File: config.mk
export PLATFORM = sky130hd
export DESIGN_NAME = rec_sram_writer_flat
export DESIGN_NICKNAME = d
export VERILOG_FILES = /design/src/rtl/rec_sram_writer_pkg.sv /design/src/rtl/rec_sram_writer_if.sv /design/src/rtl/rec_sram_writer_fifo.sv /design/src/rtl/rec_sram_writer.sv /design/src/flat_wrapper.sv
export SDC_FILE = /design/constraint.sdc
export NUM_CORES = 1
export LEC_CHECK = 0
export BUFFER_PORTS_ARGS = -buffer_cell sky130_fd_sc_hd__buf_2
export CORE_MARGIN = 5
export CORE_UTILIZATION = 55
export DETAILED_ROUTE_END_ITERATION = 8
export PLACE_DENSITY = 0.9
export REMOVE_ABC_BUFFERS = 1
export SYNTH_ARGS = -nofsm -noshare
export SYNTH_HDL_FRONTEND = slang
export SYNTH_SLANG_ARGS = --single-unit
File: constraint.sdc
create_clock -name i_clk -period 3.36 [get_ports i_clk]
set_clock_uncertainty 0.1 [all_clocks]
set_input_delay 0.672 -clock i_clk [delete_from_list [all_inputs] [get_ports i_clk]]
set_output_delay 0.672 -clock i_clk [all_outputs]
set_load 0.005 [all_outputs]
File: src/rtl/rec_sram_writer_pkg.sv
// Shared types and constants for the recorder-to-SRAM write path.
package rec_pkg;

  localparam int DEF_ADDR_W = 20;
  localparam int DEF_DATA_W = 16;

  // SRAM strobes are active-low; "off" is the idle level.
  localparam logic STROBE_OFF = 1'b1;
  localparam logic STROBE_ON  = 1'b0;

  typedef enum logic [2:0] {
    S_IDLE,
    S_REC,
    S_SETUP,
    S_PULSE,
    S_HOLD,
    S_FULL
  } rec_state_t;

  function automatic logic in_write(input rec_state_t s);
    return (s == S_SETUP) || (s == S_PULSE) || (s == S_HOLD);
  endfunction

endpackage

File: src/rtl/rec_sram_writer_if.sv
// Sample input strobe plus the external SRAM write bus.
interface rec_sram_if
  import rec_pkg::*;
#(
  parameter int ADDR_W = DEF_ADDR_W,
  parameter int DATA_W = DEF_DATA_W
);
  logic              i_sample_valid;
  logic [DATA_W-1:0] i_sample;
  logic [ADDR_W-1:0] o_sram_addr;
  logic [DATA_W-1:0] o_sram_dq;
  logic              o_sram_dq_oe;
  logic              o_sram_we_n;
  logic              o_sram_ce_n;
  logic              o_sram_oe_n;
  logic              o_sram_lb_n;
  logic              o_sram_ub_n;

  modport master (
    input  i_sample_valid, i_sample,
    output o_sram_addr, o_sram_dq, o_sram_dq_oe,
    output o_sram_we_n, o_sram_ce_n, o_sram_oe_n, o_sram_lb_n, o_sram_ub_n
  );

  modport slave (
    output i_sample_valid, i_sample,
    input  o_sram_addr, o_sram_dq, o_sram_dq_oe,
    input  o_sram_we_n, o_sram_ce_n, o_sram_oe_n, o_sram_lb_n, o_sram_ub_n
  );
endinterface

File: src/rtl/rec_sram_writer_fifo.sv
// Two-entry sample FIFO that soaks up a sample burst while an SRAM write is in flight.
module sample_fifo2
  import rec_pkg::*;
#(
  parameter int DATA_W = DEF_DATA_W
) (
  input  logic              i_clk,
  input  logic              i_rst,
  input  logic              i_push,
  input  logic              i_pop,
  input  logic              i_flush,
  input  logic [DATA_W-1:0] i_data,
  output logic [DATA_W-1:0] o_head,
  output logic              o_full,
  output logic              o_empty
);

  logic [DATA_W-1:0] r_mem [2];
  logic              r_wptr;
  logic              r_rptr;
  logic [1:0]        r_count;
  logic              w_push;
  logic              w_pop;

  assign w_push  = i_push && (r_count != 2'd2);
  assign w_pop   = i_pop  && (r_count != 2'd0);
  assign o_full  = (r_count == 2'd2);
  assign o_empty = (r_count == 2'd0);
  assign o_head  = r_mem[r_rptr];

  always_ff @(posedge i_clk or posedge i_rst) begin
    if (i_rst) begin
      r_wptr  <= 1'b0;
      r_rptr  <= 1'b0;
      r_count <= 2'd0;
    end else if (i_flush) begin
      r_wptr  <= 1'b0;
      r_rptr  <= 1'b0;
      r_count <= 2'd0;
    end else begin
      if (w_push) r_wptr <= ~r_wptr;
      if (w_pop)  r_rptr <= ~r_rptr;
      r_count <= r_count + {1'b0, w_push} - {1'b0, w_pop};
    end
  end

  // Storage carries data only, so it is left out of reset.
  always_ff @(posedge i_clk) begin
    if (w_push && !i_flush) r_mem[r_wptr] <= i_data;
  end

endmodule

File: src/rtl/rec_sram_writer.sv
// Writes recorded samples sequentially into the external SRAM and tracks recording length.
module rec_sram_writer
  import rec_pkg::*;
#(
  parameter int                ADDR_W    = DEF_ADDR_W,
  parameter int                DATA_W    = DEF_DATA_W,
  parameter logic [ADDR_W-1:0] MAX_ADDR  = {ADDR_W{1'b1}},
  parameter int                WE_CYCLES = 2
) (
  input  logic              i_clk,
  input  logic              i_rst,
  input  logic              i_start,
  input  logic              i_pause,
  input  logic              i_stop,
  rec_sram_if.master        bus,
  output logic              o_busy,
  output logic              o_full,
  output logic              o_overflow,
  output logic [ADDR_W-1:0] o_end_addr
);

  localparam int CNT_W = (WE_CYCLES > 1) ? $clog2(WE_CYCLES) : 1;
  localparam logic [CNT_W-1:0] CNT_LAST = CNT_W'(WE_CYCLES - 1);

  rec_state_t        r_state;
  logic [ADDR_W-1:0] r_addr;
  logic [DATA_W-1:0] r_dq;
  logic              r_dq_oe;
  logic              r_we_n;
  logic              r_ce_n;
  logic              r_lb_n;
  logic              r_ub_n;
  logic              r_busy;
  logic              r_full;
  logic              r_overflow;
  logic [ADDR_W-1:0] r_end_addr;
  logic              r_stop_pend;
  logic [CNT_W-1:0]  r_we_cnt;

  logic              w_accept_state;
  logic              w_smp;
  logic              w_push;
  logic              w_pop;
  logic              w_flush;
  logic              w_stop_now;
  logic              w_at_max;
  logic              w_fifo_full;
  logic              w_fifo_empty;
  logic [DATA_W-1:0] w_fifo_head;

  assign w_accept_state = (r_state == S_REC) || in_write(r_state);
  assign w_smp          = bus.i_sample_valid && !i_pause && w_accept_state;
  assign w_push         = w_smp && !w_fifo_full;
  assign w_pop          = (r_state == S_REC) && !i_stop && !i_pause && !w_fifo_empty;
  assign w_stop_now     = r_stop_pend || i_stop;
  assign w_at_max       = (r_addr == MAX_ADDR);
  // Every path back to idle, and every fresh start, discards queued samples.
  assign w_flush = ((r_state == S_REC)  && i_stop)     ||
                   ((r_state == S_HOLD) && w_stop_now) ||
                   ((r_state == S_FULL) && i_stop)     ||
                   ((r_state == S_IDLE) && i_start && !i_stop);

  sample_fifo2 #(.DATA_W(DATA_W)) u_fifo (
    .i_clk   (i_clk),
    .i_rst   (i_rst),
    .i_push  (w_push),
    .i_pop   (w_pop),
    .i_flush (w_flush),
    .i_data  (bus.i_sample),
    .o_head  (w_fifo_head),
    .o_full  (w_fifo_full),
    .o_empty (w_fifo_empty)
  );

  always_ff @(posedge i_clk or posedge i_rst) begin
    if (i_rst) begin
      r_state     <= S_IDLE;
      r_addr      <= '0;
      r_dq        <= '0;
      r_dq_oe     <= 1'b0;
      r_we_n      <= STROBE_OFF;
      r_ce_n      <= STROBE_OFF;
      r_lb_n      <= STROBE_OFF;
      r_ub_n      <= STROBE_OFF;
      r_busy      <= 1'b0;
      r_full      <= 1'b0;
      r_overflow  <= 1'b0;
      r_end_addr  <= '0;
      r_stop_pend <= 1'b0;
      r_we_cnt    <= '0;
    end else begin
      if (w_smp && w_fifo_full) r_overflow <= 1'b1;

      case (r_state)
        S_IDLE: begin
          if (i_start && !i_stop) begin
            r_state     <= S_REC;
            r_addr      <= '0;
            r_end_addr  <= '0;
            r_full      <= 1'b0;
            r_overflow  <= 1'b0;
            r_busy      <= 1'b1;
            r_stop_pend <= 1'b0;
          end
        end
        S_REC: begin
          if (i_stop) begin
            r_state <= S_IDLE;
            r_busy  <= 1'b0;
          end else if (w_pop) begin
            r_state <= S_SETUP;
            r_dq    <= w_fifo_head;
            r_dq_oe <= 1'b1;
            r_ce_n  <= STROBE_ON;
            r_lb_n  <= STROBE_ON;
            r_ub_n  <= STROBE_ON;
            r_we_n  <= STROBE_OFF;
          end
        end
        S_SETUP: begin
          r_stop_pend <= w_stop_now;
          r_we_n      <= STROBE_ON;
          r_we_cnt    <= '0;
          r_state     <= S_PULSE;
        end
        S_PULSE: begin
          r_stop_pend <= w_stop_now;
          if (r_we_cnt == CNT_LAST) begin
            r_we_n  <= STROBE_OFF;
            r_state <= S_HOLD;
          end else begin
            r_we_cnt <= r_we_cnt + 1'b1;
          end
        end
        S_HOLD: begin
          // A stop seen anywhere in the write takes effect once the word is committed.
          r_end_addr  <= r_addr + ADDR_W'(1);
          r_dq_oe     <= 1'b0;
          r_ce_n      <= STROBE_OFF;
          r_lb_n      <= STROBE_OFF;
          r_ub_n      <= STROBE_OFF;
          r_stop_pend <= 1'b0;
          if (w_at_max) r_full <= 1'b1;
          else          r_addr <= r_addr + ADDR_W'(1);
          if (w_stop_now) begin
            r_state <= S_IDLE;
            r_busy  <= 1'b0;
          end else if (w_at_max) begin
            r_state <= S_FULL;
          end else begin
            r_state <= S_REC;
          end
        end
        S_FULL: begin
          if (i_stop) begin
            r_state <= S_IDLE;
            r_busy  <= 1'b0;
          end
        end
        default: r_state <= S_IDLE;
      endcase
    end
  end

  assign bus.o_sram_addr  = r_addr;
  assign bus.o_sram_dq    = r_dq;
  assign bus.o_sram_dq_oe = r_dq_oe;
  assign bus.o_sram_we_n  = r_we_n;
  assign bus.o_sram_ce_n  = r_ce_n;
  assign bus.o_sram_oe_n  = STROBE_OFF;
  assign bus.o_sram_lb_n  = r_lb_n;
  assign bus.o_sram_ub_n  = r_ub_n;
  assign o_busy           = r_busy;
  assign o_full           = r_full;
  assign o_overflow       = r_overflow;
  assign o_end_addr       = r_end_addr;

endmodule
File: src/flat_wrapper.sv
// flat-port wrapper written by rule: the top's interface ports become plain ports
module rec_sram_writer_flat import rec_pkg::*;
#(
  parameter int                ADDR_W    = DEF_ADDR_W,
  parameter int                DATA_W    = DEF_DATA_W,
  parameter logic [ADDR_W-1:0] MAX_ADDR  = {ADDR_W{1'b1}},
  parameter int                WE_CYCLES = 2
)
  (i_clk, i_rst, i_start, i_pause, i_stop, o_busy, o_full, o_overflow, o_end_addr, bus_i_sample_valid, bus_i_sample, bus_o_sram_addr, bus_o_sram_dq, bus_o_sram_dq_oe, bus_o_sram_we_n, bus_o_sram_ce_n, bus_o_sram_oe_n, bus_o_sram_lb_n, bus_o_sram_ub_n);
  rec_sram_if #(.ADDR_W(ADDR_W), .DATA_W(DATA_W)) bus_i ();
  input  logic i_clk;
  input  logic i_rst;
  input  logic i_start;
  input  logic i_pause;
  input  logic i_stop;
  output logic o_busy;
  output logic o_full;
  output logic o_overflow;
  output logic [ADDR_W-1:0] o_end_addr;
  input wire logic [$bits(bus_i.i_sample_valid)-1:0] bus_i_sample_valid;
  input wire logic [$bits(bus_i.i_sample)-1:0] bus_i_sample;
  output wire logic [$bits(bus_i.o_sram_addr)-1:0] bus_o_sram_addr;
  output wire logic [$bits(bus_i.o_sram_dq)-1:0] bus_o_sram_dq;
  output wire logic [$bits(bus_i.o_sram_dq_oe)-1:0] bus_o_sram_dq_oe;
  output wire logic [$bits(bus_i.o_sram_we_n)-1:0] bus_o_sram_we_n;
  output wire logic [$bits(bus_i.o_sram_ce_n)-1:0] bus_o_sram_ce_n;
  output wire logic [$bits(bus_i.o_sram_oe_n)-1:0] bus_o_sram_oe_n;
  output wire logic [$bits(bus_i.o_sram_lb_n)-1:0] bus_o_sram_lb_n;
  output wire logic [$bits(bus_i.o_sram_ub_n)-1:0] bus_o_sram_ub_n;
  assign bus_i.i_sample_valid = bus_i_sample_valid;
  assign bus_i.i_sample = bus_i_sample;
  assign bus_o_sram_addr = bus_i.o_sram_addr;
  assign bus_o_sram_dq = bus_i.o_sram_dq;
  assign bus_o_sram_dq_oe = bus_i.o_sram_dq_oe;
  assign bus_o_sram_we_n = bus_i.o_sram_we_n;
  assign bus_o_sram_ce_n = bus_i.o_sram_ce_n;
  assign bus_o_sram_oe_n = bus_i.o_sram_oe_n;
  assign bus_o_sram_lb_n = bus_i.o_sram_lb_n;
  assign bus_o_sram_ub_n = bus_i.o_sram_ub_n;
  rec_sram_writer #(.ADDR_W(ADDR_W), .DATA_W(DATA_W), .MAX_ADDR(MAX_ADDR), .WE_CYCLES(WE_CYCLES)) u_core (.i_clk(i_clk), .i_rst(i_rst), .i_start(i_start), .i_pause(i_pause), .i_stop(i_stop), .bus(bus_i), .o_busy(o_busy), .o_full(o_full), .o_overflow(o_overflow), .o_end_addr(o_end_addr));
endmodule
== Yosys cells after proc, flatten, opt, wreduce, memory -nomap -nowiden ==
Memories as Yosys holds them, arrays and structs flattened. A register that Yosys moved wholly into a read port is not among the register bits.
Index checks and enable logic that the tools add are counted.
Word-level totals
  input port bits: 22
  logic and storage cells: 130
  memory bits (writable): 32
  memories: 1
  register bits: 55
Memories
  u_core.u_fifo.r_mem: depth 2, width 16, rd ports 1, clocked after memory_dff 1, write ports 1, RTL line rec_sram_writer_fifo.sv:18  | logic [DATA_W-1:0] r_mem [2];
Cells by class
  reductions and logical operators: 50
  bitwise logic cells: 3
  multiplexer cells: 40
  equal/unequal tests: 18
  add/sub/neg operators: 4
Operator list (count)
  $pmux W20 S2: 2
  $mux W20: 2
  $mux W3: 7
  $add A20 B1 Y20 const B: 1
  $eq A20 B20 Y1 const B: 1
  $mux W1: 20
  $pmux W3 S6: 1
  $logic_and A1 B1 Y1: 16
  $ne A2 B2 Y1 const B: 6
  $reduce_and A3 Y1: 4
  $reduce_and A4 Y1: 3
  $reduce_bool A2 Y1: 6
  $pmux W1 S3: 3
  $reduce_bool A3 Y1: 3
  $ne A2 B1 Y1 const B: 4
  $pmux W1 S2: 4
  $logic_or A1 B1 Y1: 7
  $eq A3 B2 Y1 const B: 2
  $eq A3 B3 Y1 const B: 2
  $logic_not A1 Y1: 5
  $reduce_and A2 Y1: 2
  $reduce_or A2 Y1: 2
  $eq A3 B1 Y1 const B: 1
  $logic_not A3 Y1: 1
  other kinds (8): 10

== Depth between registers and ports, before layout ==
  depth after elaboration: 10
  depth in mapped cells: 11
  gate-level depth less buffers: 10

== Cells and area by module ==
Synthesis repeated with hierarchy kept, for this count alone.
Unflattened totals
  cell total of the unflattened synthesis: 389
  area, all modules: 4589.4 um^2
By module, submodules not included
  rec_sram_writer: cells each 313, times used 1, sequential area each 1679.1 um^2, area an instance 3135.5 um^2
  sample_fifo2: cells each 76, times used 1, sequential area each 1061.0 um^2, area an instance 1453.9 um^2

== Worst setup path before layout ==
Ideal clock, no wire load.
  path type: reg-to-reg
  start point: register u_core.r_state[0]
  end point: memory u_core.u_fifo.r_mem[1][0] (netlist bit), enable pin
  clock period less this slack: 3.099 ns
  setup time: 0.413 ns
  path buffers: 2
  path slack: 0.261 ns
  data arrival time: 2.587 ns
  stages on the path, launching flop included: 7
  cells stage by stage: dfrtp_1 -> buf_2 -> or3b_1 -> buf_2 -> a21oi_2 -> o21ai_1 -> nor3b_1
Between the ends
  longest elaborated chain between the ends: 10
  elaborated cells between the ends (all ways): 24
  classes of those cells: eq/ne (5); mux (2); reduce/logical (17)
Ends and longest elaborated chain
  start, declared: RTL line rec_sram_writer.sv:25  | rec_state_t r_state;
  start signal, assigned: RTL line rec_sram_writer.sv:77  | r_state <= S_IDLE;
  start signal, assigned: RTL line rec_sram_writer.sv:97  | r_state <= S_REC;
  start signal, assigned: RTL line rec_sram_writer.sv:108  | r_state <= S_IDLE;
  $eq A3 B2 Y1: RTL line rec_sram_writer_pkg.sv:21  | return (s == S_SETUP) || (s == S_PULSE) || (s == S_HOLD);
  $logic_or A1 B1 Y1 (2 in a row): RTL line rec_sram_writer_pkg.sv:21
  $logic_or A1 B1 Y1: RTL line rec_sram_writer.sv:51  | assign w_accept_state = (r_state == S_REC) || in_write(r_state);
  $logic_and A1 B1 Y1: RTL line rec_sram_writer.sv:52  | assign w_smp = bus.i_sample_valid && !i_pause && w_accept_state;
  $logic_and A1 B1 Y1: RTL line rec_sram_writer.sv:53  | assign w_push = w_smp && !w_fifo_full;
  $logic_and A1 B1 Y1: RTL line rec_sram_writer_fifo.sv:25  | assign w_push = i_push && (r_count != 2'd2);
  $logic_and A1 B1 Y1 *: RTL line rec_sram_writer_fifo.sv:49  | if (w_push && !i_flush) r_mem[r_wptr] <= i_data;
  $mux W1 *: RTL line rec_sram_writer_fifo.sv:49
  $mux W1 (implied by the code) *: RTL line rec_sram_writer_fifo.sv:49
  end, declared: RTL line rec_sram_writer_fifo.sv:18
Mark *: on every way between the ends. The rest lies on a longest branch, timed or not.

== Final worst setup path ==
  start point: register u_core.r_state[2]
  end point: register u_core.u_fifo.r_count[1]
Between the ends
  longest elaborated chain between the ends: 10
  elaborated cells between the ends (all ways): 27
  classes of those cells: add/sub (2); eq/ne (5); mux (1); reduce/logical (19)
Ends and longest elaborated chain
  $eq A3 B2 Y1: RTL line rec_sram_writer_pkg.sv:21
  $logic_or A1 B1 Y1 (2 in a row): RTL line rec_sram_writer_pkg.sv:21
  $logic_or A1 B1 Y1: RTL line rec_sram_writer.sv:51
  $logic_and A1 B1 Y1: RTL line rec_sram_writer.sv:52
  $logic_and A1 B1 Y1: RTL line rec_sram_writer.sv:53
  $logic_and A1 B1 Y1: RTL line rec_sram_writer_fifo.sv:25
  $add A2 B1 Y2: RTL line rec_sram_writer_fifo.sv:43  | r_count <= r_count + {1'b0, w_push} - {1'b0, w_pop};
  $sub A2 B1 Y2: RTL line rec_sram_writer_fifo.sv:43
  $mux W2 *: RTL line rec_sram_writer_fifo.sv:36  | end else if (i_flush) begin
  end signal, assigned: RTL line rec_sram_writer_fifo.sv:43
  end, declared: RTL line rec_sram_writer_fifo.sv:21  | logic [1:0] r_count;
Marked as above.
A chain may end at the register's enable or synchronous reset.

==> impl_metrics.ini <==
[synth]
synth_top_area_frac = 0.396
yosysWarnings = 0
synth_compound_area_frac = 0.111
synth_ff_type = dfrtp_1
yosysTopAreaCell = dfrtp_1
synth_top_family_by_area = simple AND/OR/NAND/NOR gates
synth_area_per_cell_sq_um = 11.5
synth_fa_ha_area_frac = 0.00860
synthCells = 381
synthXorXnorAreaFrac = 0.0442
synth_area_leaders = dfrtp_1 (40%), edfxtp_1 (22%), nand2_1 (5.3%)
synth_seq_area_share = 0.628
synth_cell_types = 50
ys_top_cells_by_count = dfrtp_1 (69), nand2_1 (62), o21ai_1 (36), edfxtp_1 (32), nor2_1 (18)
netlist_area_sq_mm = 0.00436
async_reset_ff_frac = 0.689
ys_ff_latch = 103
synth-edff-count = 32
synth_mux_area_frac = 0.0393
synth-simple-area-share = 0.131
yosysMostFrequentCell = dfrtp_1

[floorplan]
coreArea_sq_mm = 0.00773
ios = 87
start_util = 0.565
die-area_sq_mm = 0.00981
die_w_um = 99.1
die_height_um = 99.1
rows = 32

[timing]
rsz0062_at_grt = no
worst_hold_slack_ns = 0.305
period_share = 0.743
fin_ws_ns = 0.865
final_max_slew_viol_count = 0
worst_pin_slew_ns = 0.921
setup_viol = 0
layout_min_cycle_time_ns = 2.49
hold_viol = 0
max_freq_mhz = 401
slew_headroom = 0.386

[cts]
cts_tree = built
h-tree-depth = 3
clock_path_buffers = 2
clk_pin_slew_worst_paths_ns = 0.11
root_buffer = clkbuf_8
holdBufCountCts = 0
cts.sinks = 103
cts_inserted_buffers = 9
post_cts_resized = 0
cts_setup_buffers = 0
insertion_delay_ns = 0.37

[run]
cap_violations = 0

[place]
gp_congestion = 0.832
io_buffers = 85
pre_cts_slack_ns = 0.835
hpwlAfterDp_um = 6320

[setup_path]
start_kind = flop
critPathTopFamily = flip-flops
cp_data_required_time_ns = 3.50
rr_startpoint = u_core.r_state[2]$_DFFE_PP0P_
worstPathCellList = or3b_1 -> a21oi_2 -> o21ai_1 -> ha_1 -> inv_1 -> ha_1 -> xnor2_1 -> xnor2_1 -> nor2_1
cp.depth = 9
r2r_slack_ns = 0.87
rr_endpoint = u_core.u_fifo.r_count[1]$_DFF_PP0_
cp.arrival_ns = 2.63
max_stage_delay_ns = 0.60
critPathKind = reg -> reg
path_max_fanout = 14
r2r_cells = 9
crit_path_end_kind = flop
cp_num_buf_inv = 1
cp_slowest_cell = dfrtp_1

[layout]
drive_above_1_share = 0.267
utilization = 0.654
syn_to_final_growth_pct = 15.9
fin_nets = 484
antennaDiodeCount = 0

[global_route]
grt_max_degree = 47
grt_first_pass_wirelength_um = 14900
grt_pass1_vias = 3120
antenna_found_initial = 0
track_usage = 0.189
grt_overflow = 0

[power_and_ir_drop]
p_leak_uw = 0.00228
peakVddDrop_uv = 393
powerDensity_mw_per_mm2 = 631

[route]
antenna_left = 0
wl_met1_um = 3630
via_count = 3082
wl_met2_um = 4420
wl_met3_um = 525
top_layer = met4
wl_per_cell_um = 15.4
routed_wl_um = 8740
detail_route.vias_per_cell = 5.45
drtIter0Drc = 129
firstDrtPassIters = 4
remaining_drc_errors = 0

[hold_path]
hp-class = in -> async

[status]
status = completed
==> cell type report <==
type                    instances  area (sq um)
clock buffers                   9           124
inverters                       8          30.0
clock inverters                 7          76.3
well taps                     102           128
fillers                       596          2670
repair buffers                 93           485
flip-flops and latches        103          2740
multi-input cells             244          1470
==> cell families after synthesis <==
logic type,after synthesis
and+or+nand+nor,118
other,1
buffers and inverters,34
muxes,17
xor gates and xnor gates,22
DFF,103
adders and majority gates,3
AOI/OAI and AO/OA,83
==> state kept, by name, indices dropped and copies added, names as in the netlist <==
| signal | flops |
|---|---|
| u_core.r_stop_pend | 1 |
| u_core.o_full | 1 |
| u_core.bus.o_sram_dq_oe | 1 |
| u_core.bus.o_sram_dq | 16 |
| u_core.u_fifo.r_mem | 32 |
| u_core.o_end_addr | 20 |
| u_core.bus.o_sram_ce_n | 1 |
| u_core.o_busy | 1 |
| u_core.u_fifo.r_wptr | 1 |
| u_core.o_overflow | 1 |
| u_core.bus.o_sram_addr | 20 |
| u_core.r_state | 3 |
| u_core.bus.o_sram_we_n | 1 |
| u_core.r_we_cnt | 1 |
| u_core.u_fifo.r_rptr | 1 |
| u_core.u_fifo.r_count | 2 |
==> placed cells by master (no fill, tap or decap), drive strengths merged, types with 10 or more instances in the layout <==
master,Yosys,routed
dfrtp,69,69
o21ai,47,47
nor2,18,18
inv,8,15
xor2,12,12
buf,15,93
mux2i,16,16
xnor2,10,10
nand2,62,62
a21oi,12,12
edfxtp,32,32
==> how the worst max path moves through the flow <==
stage                                        startpoint                                  end
after floorplan           u_core.r_state[2]$_DFFE_PP0P_  u_core.u_fifo.r_mem[1][0]$_DFFE_PP_
after global placement                          i_pause   u_core.u_fifo.r_count[1]$_DFF_PP0_
after detailed placement                        i_pause   u_core.u_fifo.r_count[1]$_DFF_PP0_
after CTS                 u_core.r_state[2]$_DFFE_PP0P_   u_core.u_fifo.r_count[1]$_DFF_PP0_
after global routing      u_core.r_state[2]$_DFFE_PP0P_   u_core.u_fifo.r_count[1]$_DFF_PP0_
final                     u_core.r_state[2]$_DFFE_PP0P_   u_core.u_fifo.r_count[1]$_DFF_PP0_
==> where the power goes <==
part	switching, uW	internal (uW)	total (uW)
clock network	477	303	780
logic	383	319	701
registers	194	1520	1710
==> routing by layer <==
metal / track usage / vias to the layer above
met5: 0 / -
met4: 0.0714 / 0
li1: - / 1489
met2: 0.320 / 94
met3: 0.0453 / 16
met1: 0.236 / 1483
==> per-stage QoR <==
stage	power [uW]	std cells	cell area (sq um)	TNS, ns
after global routing	3400	566	5060	0
after detailed placement	2450	550	4860	0
final	3190	566	5060	0
after CTS	3220	566	5060	0
after global placement	2400	550	4860	0
after floorplan	2110	355	4230	-3.01
Note: power is estimated with default switching activity, not from simulation.
